### src/rtl/microsequencer.sv
// Microsequencer: selects the next control-store address from the current
// control word. Supports increment, jump, decode dispatch, conditional
// branch, MOC wait with timeout, and a single-level call/return.
module microsequencer #(
    parameter int                ADDR_W        = 10,
    parameter logic [ADDR_W-1:0] FETCH_STATE   = 10'd1,
    parameter logic [ADDR_W-1:0] TIMEOUT_STATE = 10'd43,
    parameter logic [7:0]        MOC_TIMEOUT   = 8'd255
) (
    input  logic              clk,
    input  logic              reset,
    input  logic [2:0]        ns_sel,
    input  logic [1:0]        cond_sel,
    input  logic              inv,
    input  logic [ADDR_W-1:0] cr_addr,
    input  logic [ADDR_W-1:0] decode_state,
    input  logic              cond_in,
    input  logic              moc,
    input  logic              irq,
    input  logic              stall,
    output logic [ADDR_W-1:0] next_state,
    output logic              mem_timeout
);

    typedef enum logic [2:0] {
        NS_INC     = 3'b000,
        NS_JUMP    = 3'b001,
        NS_DECODE  = 3'b010,
        NS_COND    = 3'b011,
        NS_WAITMOC = 3'b100,
        NS_CALL    = 3'b101,
        NS_RET     = 3'b110,
        NS_FETCH   = 3'b111
    } ns_sel_e;

    logic [ADDR_W-1:0] r_state;
    logic [ADDR_W-1:0] r_ret;
    logic [7:0]        r_wait_cnt;
    logic              r_mem_timeout;

    logic [ADDR_W-1:0] w_inc;
    logic              w_cond;
    logic              w_taken;
    logic [ADDR_W-1:0] w_next;
    logic [ADDR_W-1:0] w_ret_next;
    logic [7:0]        w_cnt_next;
    logic              w_timeout_hit;

    assign w_inc = r_state + ADDR_W'(1);

    // Condition source mux and polarity inversion.
    always_comb begin
        w_cond = 1'b1;
        unique case (cond_sel)
            2'b00:   w_cond = cond_in;
            2'b01:   w_cond = moc;
            2'b10:   w_cond = irq;
            default: w_cond = 1'b1;
        endcase
        w_taken = w_cond ^ inv;
    end

    // Next-address, return-address and wait-counter selection.
    always_comb begin
        // NOTE: every output of this block gets a default first so that no
        // branch can leave a value unassigned and infer a latch.
        w_next        = w_inc;
        w_ret_next    = r_ret;
        w_cnt_next    = '0;
        w_timeout_hit = 1'b0;
        unique case (ns_sel_e'(ns_sel))
            NS_INC:    w_next = w_inc;
            NS_JUMP:   w_next = cr_addr;
            NS_DECODE: w_next = decode_state;
            NS_COND:   w_next = w_taken ? cr_addr : w_inc;
            NS_WAITMOC: begin
                if (moc) begin
                    w_next = w_inc;
                end else if (r_wait_cnt == MOC_TIMEOUT) begin
                    w_next        = TIMEOUT_STATE;
                    w_timeout_hit = 1'b1;
                end else begin
                    w_next     = r_state;
                    w_cnt_next = r_wait_cnt + 8'd1;
                end
            end
            NS_CALL: begin
                w_next     = cr_addr;
                w_ret_next = w_inc;
            end
            NS_RET:    w_next = r_ret;
            NS_FETCH:  w_next = FETCH_STATE;
            default:   w_next = w_inc;
        endcase
    end

    // Sequencer state update; stall freezes everything, reset clears it all.
    always_ff @(posedge clk or posedge reset) begin
        // NOTE: sequential state uses non-blocking assignments so every
        // register samples the pre-edge values of the others.
        if (reset) begin
            r_state       <= '0;
            r_ret         <= '0;
            r_wait_cnt    <= '0;
            r_mem_timeout <= 1'b0;
        end else if (!stall) begin
            r_state    <= w_next;
            r_ret      <= w_ret_next;
            r_wait_cnt <= w_cnt_next;
            if (w_timeout_hit) begin
                r_mem_timeout <= 1'b1;
            end
        end
    end

    assign next_state  = r_state;
    assign mem_timeout = r_mem_timeout;

endmodule

### config.mk
export PLATFORM = sky130hd
export DESIGN_NAME = microsequencer
export DESIGN_NICKNAME = d
export VERILOG_FILES = /design/src/rtl/microsequencer.sv
export SDC_FILE = /design/constraint.sdc
export NUM_CORES = 1
export LEC_CHECK = 0
export ABC_CLOCK_PERIOD_IN_PS = 4170
export CAP_MARGIN = 30
export CORE_UTILIZATION = 55
export CTS_CLUSTER_SIZE = 24
export DETAILED_ROUTE_END_ITERATION = 16
export PLACE_DENSITY = 0.85
export RECOVER_POWER = 100
export SETUP_SLACK_MARGIN = 0.1
export SLEW_MARGIN = 20
export SYNTH_ARGS = -nofsm -noshare
export SYNTH_HDL_FRONTEND = slang
export SYNTH_SLANG_ARGS = --single-unit
### constraint.sdc
create_clock -name clk -period 4.17 [get_ports clk]
set_input_delay 1.0425 -clock clk [delete_from_list [all_inputs] [get_ports clk]]
set_output_delay 1.0425 -clock clk [all_outputs]
set_load 0.01 [all_outputs]
==> results.sh, run 1 <==
export IMPL_seq_area_um2=725.7
export IMPL_avgSynthCellArea_um2=8.382
export IMPL_drt_wl_total_mm=5.524
export IMPL_outcome="completed"
export IMPL_clockRootBuffer="clkbuf_8"
export IMPL_fin_crit_sh_pct=83.90
export IMPL_drv_cap=0
export IMPL_initialDrtViolationCount=136
export IMPL_rsz0062_at_grt="false"
export IMPL_cts_tree="built"
export IMPL_design_area_um2=2610
export IMPL_grt_pass1_wl_mm=9.273
export IMPL_p_leak_nw=1.069
export IMPL_synth_compound_area_share_pct=22.88
export IMPL_muxShareOfSynthArea_pct=4.976
export IMPL_yosys_warnings=0
export IMPL_viasPerCell=6.027
export IMPL_synth_top_family_by_area="simple AND/OR/NAND/NOR gates"
export IMPL_hold_viol=0
export IMPL_ctsLongestPathBuffers=2
export IMPL_cts_buffers=5
export IMPL_r2r_slack_ns=1.68
export IMPL_synthArstFlopShare_pct=100.0
export IMPL_dr_pass1_iters=5
export IMPL_die_x_um=63.23
export IMPL_fp_row_count=21
export IMPL_post_cts_setup_buffer_count=0
export IMPL_synth_xor_area_share_pct=6.311
export IMPL_dieArea_um2=3998
export IMPL_cp_required_ns=4.29
export IMPL_place_area_um2=2519
export IMPL_syn_nets=280
export IMPL_gp_congestion=0.9732
export IMPL_grt_remaining_overflow=0
export IMPL_slowest_delay_ns=0.78
export IMPL_worst_pin_slew_ns=0.8568
export IMPL_die_y_um=63.23
export IMPL_initial_core_util_pct=59.45
export IMPL_wl_per_cell_um=16.59
export IMPL_vias=2007
export IMPL_cts_resized=0
export IMPL_grtUsageTotal_pct=30.62
export IMPL_ys_flop_type="dfrtp_1"
export IMPL_finalPower_mw=0.9629
export IMPL_max_slew_margin_rel_pct=42.88
export IMPL_slew_violations=0
export IMPL_core_um2=3468
export IMPL_startpoint_type="input pin"
export IMPL_dp_hpwl_mm=4.175
export IMPL_htree_num_levels=2
export IMPL_ctsHoldBuffers=0
export IMPL_cts_clk_slew_worst_paths_ns=0.06
export IMPL_yosysUniqueCellTypes=57
export IMPL_fin_crit_ns=3.498
export IMPL_clock_skew_ns=0.005119
export IMPL_antenna_found_initial=0
export IMPL_ys_seq_area_share_pct=35.19
export IMPL_postRouteAntennaNets=0
export IMPL_path_delay_family="buffers and inverters"
export IMPL_diodes=0
export IMPL_crit_fanout=18
export IMPL_setup_violations=0
export IMPL_fmax_mhz=285.8
export IMPL_multi_input_area_um2=1222
export IMPL_io_pins=43
export IMPL_drive_gt1_share_pct=9.059
export IMPL_fill_cells=282
export IMPL_ys_ff_latch=29
export IMPL_synth_area_um2=2062
export IMPL_synth_edf_count=0
export IMPL_port_buffers=42
export IMPL_cts_num_sinks=29
export IMPL_cp_data_arrival_time_ns=3.62
export IMPL_fin_nets=320
export IMPL_grt_max_degree=19
export IMPL_clock_latency_ns=0.29
export IMPL_fin_setup_tns_ns=0
export IMPL_holdCritPathClass="reg -> reg"
export IMPL_synth_simple_area_share_pct=24.21
export IMPL_path_cells="dlygate4sd3_1, clkbuf_1, nor4b_4, nor2_2, or2_0, o21ai_1, a221oi_1, a311oi_1"
export IMPL_synth_adder_area_share_pct=1.214
export IMPL_syn_to_final_growth_pct=26.58
export IMPL_drc=0
export IMPL_grt_pass1_vias=1860
export IMPL_critPathKind="in -> reg"
export IMPL_p_per_area_nw_per_um2=368.9
export IMPL_crit_path_end_kind="flop"
export IMPL_critPathSlowestCell="dlygate4sd3_1"
export IMPL_postSynthCellCount=246
export IMPL_cp_num_buf_inv=2
export IMPL_peakVddDrop_uv=243.8
-- layout by cell type, fill, tap and decap left out, types with 3 or more instances in the layout --
| cell | instances |
|---|---|
| xor2_1 | 6 |
| mux2_2 | 4 |
| a31oi_1 | 3 |
| buf_4 | 3 |
| or3_1 | 3 |
| nand2b_1 | 5 |
| inv_1 | 9 |
| a21oi_1 | 15 |
| nand3b_1 | 3 |
| clkbuf_8 | 6 |
| clkdlybuf4s50_1 | 28 |
| nand3_1 | 6 |
| xnor2_1 | 7 |
| nand2_1 | 19 |
| o22ai_1 | 4 |
| mux2i_1 | 3 |
| clkbuf_1 | 4 |
| dfrtp_1 | 29 |
| nor2_1 | 31 |
| dlygate4sd3_1 | 14 |
| a221oi_1 | 5 |
| o21ai_0 | 26 |
| a211o_1 | 3 |
| o21ai_1 | 3 |
| nor2b_1 | 5 |
-- logic make-up (layout without fill, tap and decap cells) --
logic type	after synthesis	in the layout
muxes	9	9
xor gates and xnor gates	14	14
adders and majority gates	2	2
buffers and inverters	24	65
and+or+nand+nor	93	93
DFF	29	29
AOI/OAI and AO/OA	75	75
-- layer usage --
layer	GRT usage [%]	vias to the layer above	routed length, µm	share of wire [%]
li1	-	963	-	-
met1	43.34	943	2416	44
met2	47.04	93	2560	46
met3	6.159	8	467	8.5
met4	9.375	0	80	1.4
met5	0	-	0	0
-- registers in the layout, summed over array words and instances, names as in the netlist --
| register | cells |
|---|---|
| r_ret | 10 |
| next_state | 10 |
| mem_timeout | 1 |
| r_wait_cnt | 8 |
-- cell usage after synthesis, drive strengths merged, types with 4 or more instances --
library cell | count | area (µm²)
mux2 | 4 | 45.04
nand2b | 5 | 31.28
nor2 | 33 | 136.4
o21ai | 29 | 148.9
inv | 9 | 33.78
nor2b | 5 | 31.28
a221oi | 5 | 43.79
xnor2 | 8 | 77.58
nand3 | 8 | 50.05
buf | 8 | 46.29
clkbuf | 7 | 27.52
dfrtp | 29 | 725.7
xor2 | 6 | 52.55
nand2 | 19 | 71.32
o22ai | 4 | 25.02
mux2i | 5 | 57.56
a21oi | 16 | 83.83
-- power by group --
group          internal, mW  switching (mW)  total [mW]
Combinational         0.138           0.138       0.276
Sequential            0.333          0.0492       0.383
Clock                 0.195           0.110       0.304
Total                 0.666           0.297       0.963
-- cell type report --
cell class              instances  share of cell area (%)
repair buffers                 48                   17.40
flip-flops and latches         29                   27.80
clock buffers                   7                   3.308
clock inverters                 1                   1.151
inverters                       9                   1.294
well taps                      46                   2.205
multi-input cells             193                   46.84
-- stage by stage --
stage,util [%],setup slack (ns),std cells,hold WS (ns)
after global placement,72.19,0.8471,324,0.4591
after global routing,75.25,0.4660,333,0.4771
after detailed placement,72.62,0.7500,325,0.4594
after CTS,75.97,1.054,333,0.4752
final,75.25,0.6716,333,0.4643
after floorplan,-,1.722,246,0.4753
-- final timing paths --
| path | start | endpoint | cells after the start |
|---|---|---|---|
| max in group asynchronous | reset | next_state[4] | 3 |
| worst min register to register | mem_timeout | mem_timeout | 1 |
| worst max register to register | r_wait_cnt[0] | next_state[2] | 7 |
| min in group asynchronous | reset | next_state[6] | 2 |
| worst min-delay path | mem_timeout | mem_timeout | 1 |
| worst max-delay path | ns_sel[0] | next_state[2] | 8 |
No activity file was read; power rests on OpenSTA's default activity.
==> run 2, diff against run 1 <==
--- a/config.mk
+++ b/config.mk
@@ -5,12 +5,12 @@
 export SDC_FILE = /design/constraint.sdc
 export NUM_CORES = 1
 export LEC_CHECK = 0
-export ABC_CLOCK_PERIOD_IN_PS = 4170
+export ABC_CLOCK_PERIOD_IN_PS = 3000
 export CAP_MARGIN = 30
-export CORE_UTILIZATION = 55
+export CORE_UTILIZATION = 46
 export CTS_CLUSTER_SIZE = 24
 export DETAILED_ROUTE_END_ITERATION = 16
-export PLACE_DENSITY = 0.85
+export PLACE_DENSITY = 0.76
 export RECOVER_POWER = 100
 export SETUP_SLACK_MARGIN = 0.1
 export SLEW_MARGIN = 20
==> constraint.sdc (replaced) <==
create_clock -name clk -period 3 [get_ports clk]
set_input_delay 0.75 -clock clk [delete_from_list [all_inputs] [get_ports clk]]
set_output_delay 0.75 -clock clk [all_outputs]
set_load 0.01 [all_outputs]
==> run 2 against run 1 <==
The run now ends with max-capacitance violations, max-slew violations left. Clock skew increased by 0.00090 ns. Clock-buffer cell count unchanged. Total power increased by 33%. Via count increased by 0.55%. Clock power increased by 18%. Global-route usage decreased by 5.7 points. Non-clock buffer count increased by 9. Worst hold slack got worse by 0.012 ns. Sequential power increased by 40%. Die area increased by 19%. Critical endpoint is now next_state[8].
==> results.sh, run 2 (synthesized netlist as in run 1, its figures left out) <==
export IMPL_finalPower_mw=1.281
export IMPL_drc=0
export IMPL_grt_max_degree=30
export IMPL_setup_violations=0
export IMPL_dr_pass1_iters=4
export IMPL_dp_hpwl_mm=4.013
export IMPL_syn_to_final_growth_pct=29.67
export IMPL_dieArea_um2=4754
export IMPL_holdCritPathClass="reg -> reg"
export IMPL_peakVddDrop_uv=293.5
export IMPL_grt_pass1_wl_mm=8.424
export IMPL_violations="max-capacitance violations, max-slew violations"
export IMPL_cts_buffers=5
export IMPL_die_x_um=68.95
export IMPL_fmax_mhz=373.4
export IMPL_initialDrtViolationCount=126
export IMPL_worst_pin_slew_ns=1.593
export IMPL_max_slew_margin_rel_pct=-6.178
export IMPL_clock_skew_ns=0.006024
export IMPL_clock_latency_ns=0.29
export IMPL_diodes=0
export IMPL_wl_per_cell_um=15.55
export IMPL_drv_cap=1
export IMPL_layout_common_cells="nor2_1, clkdlybuf4s50_1, dfrtp_1, o21ai_0, nand2_1"
export IMPL_fill_cells=394
export IMPL_fin_setup_tns_ns=0
export IMPL_gp_congestion=0.8738
export IMPL_cts_clk_slew_worst_paths_ns=0.07
export IMPL_critPathKind="in -> reg"
export IMPL_port_buffers=42
export IMPL_ctsHoldBuffers=0
export IMPL_cts_tree="built"
export IMPL_reg2reg_depth=7
export IMPL_fin_crit_sh_pct=89.26
export IMPL_cts_num_sinks=29
export IMPL_pre_cts_slack_ns=0.1409
export IMPL_post_route_util_pct=64.52
export IMPL_fin_crit_ns=2.678
export IMPL_core_um2=4144
export IMPL_slew_violations=30
export IMPL_ctsLongestPathBuffers=2
export IMPL_cp_data_arrival_time_ns=2.80
export IMPL_clockRootBuffer="clkbuf_8"
export IMPL_drive_gt1_share_pct=12.84
export IMPL_viasPerCell=5.832
export IMPL_rsz0062_at_grt="false"
export IMPL_postRouteAntennaNets=0
export IMPL_hold_viol=0
export IMPL_r2r_start="r_wait_cnt[0]"
export IMPL_initial_core_util_pct=49.76
export IMPL_crit_fanout=13
export IMPL_startpoint_type="input pin"
export IMPL_die_y_um=68.95
export IMPL_drt_wl_total_mm=5.381
export IMPL_vias=2018
export IMPL_startpoint="ns_sel[1]"
export IMPL_p_per_area_nw_per_um2=479.1
export IMPL_cp_required_ns=3.12
export IMPL_fin_nets=329
export IMPL_cts_resized=0
export IMPL_r2r_slack_ns=0.73
export IMPL_grtUsageTotal_pct=24.90
export IMPL_htree_num_levels=2
export IMPL_fp_row_count=23
export IMPL_io_pins=43
export IMPL_grt_pass1_vias=1782
export IMPL_post_cts_setup_buffer_count=0
export IMPL_crit_path_end_kind="flop"
export IMPL_grt_remaining_overflow=0
export IMPL_final_common_cell="nor2_1"
export IMPL_p_leak_nw=1.111
export IMPL_outcome="complete, but fails checks"
export IMPL_fin_ws_ns=0.3221
export IMPL_setup_worst_path_end="next_state[8]"
export IMPL_antenna_found_initial=0
export IMPL_worstReg2RegEnd="next_state[8]"
[run 2: cell types whose count changed in the layout (fill, tap and decap cells not counted)]
| cell | delta |
|---|---|
| clkbuf_1 | -1 |
| o21ai_2 | +1 |
| clkdlybuf4s50_1 | +1 |
| nor2_1 | -1 |
| buf_4 | +9 |
| dlygate4sd3_1 | -1 |
| clkinv_2 | +1 |
| clkbuf_8 | +1 |
| nor2_2 | +1 |
| bufinv_16 | -1 |
| o21ai_0 | -1 |
[run 2: per-stage QoR]
step,area (µm²),std cells,hold WS (ns)
6_report,2674,346,0.4523
5_1_grt,2674,346,0.4901
4_1_cts,2685,346,0.4589
3_5_place_dp,2584,338,0.4448
3_3_place_gp,2584,338,0.4400
2_1_floorplan,2062,246,0.4753
[run 2: how the worst min path moves through the flow]
| stage | from | end | slack (ns) | cells after the start |
|---|---|---|---|---|
| after floorplan | r_ret[1] | r_ret[1] | 0.48 | 1 |
| after global placement | mem_timeout | mem_timeout | 0.44 | 1 |
| after detailed placement | mem_timeout | mem_timeout | 0.44 | 1 |
| after CTS | mem_timeout | mem_timeout | 0.46 | 1 |
| after global routing | mem_timeout | mem_timeout | 0.49 | 1 |
| final | mem_timeout | mem_timeout | 0.45 | 1 |
[run 2: cell type report]
type	count	area, µm²	area share (%)
clock inverters	1	5.005	0.1872
clock buffers	7	96.34	3.603
flip-flops and latches	29	725.7	27.14
multi-input cells	193	1229	45.95
repair buffers	57	521.8	19.51
well taps	50	62.56	2.340
inverters	9	33.78	1.263
[run 2: layer usage]
layer / share of wire (%) / GRT usage [%] / up-vias
li1: - / - / 980
met5: 0 / 0 / -
met1: 45 / 34.15 / 943
met4: 3.1 / 11.99 / 0
met3: 7.1 / 5.099 / 16
met2: 45 / 37.01 / 79
[run 2: power by group]
part           internal, mW  switching (mW)  total [mW]
combinational         0.198           0.187       0.385
sequential            0.464          0.0721       0.536
clock                 0.207           0.153       0.360
total                 0.869           0.412        1.28
[run 2: worst max-delay path: stages]
cell and delay [ns]:
dlygate4sd3_1 0.62, nor4b_4 0.42, nor2_2 0.09, or2_0 0.48
buf_4 0.29, nor2_1 0.08, a311oi_1 0.06
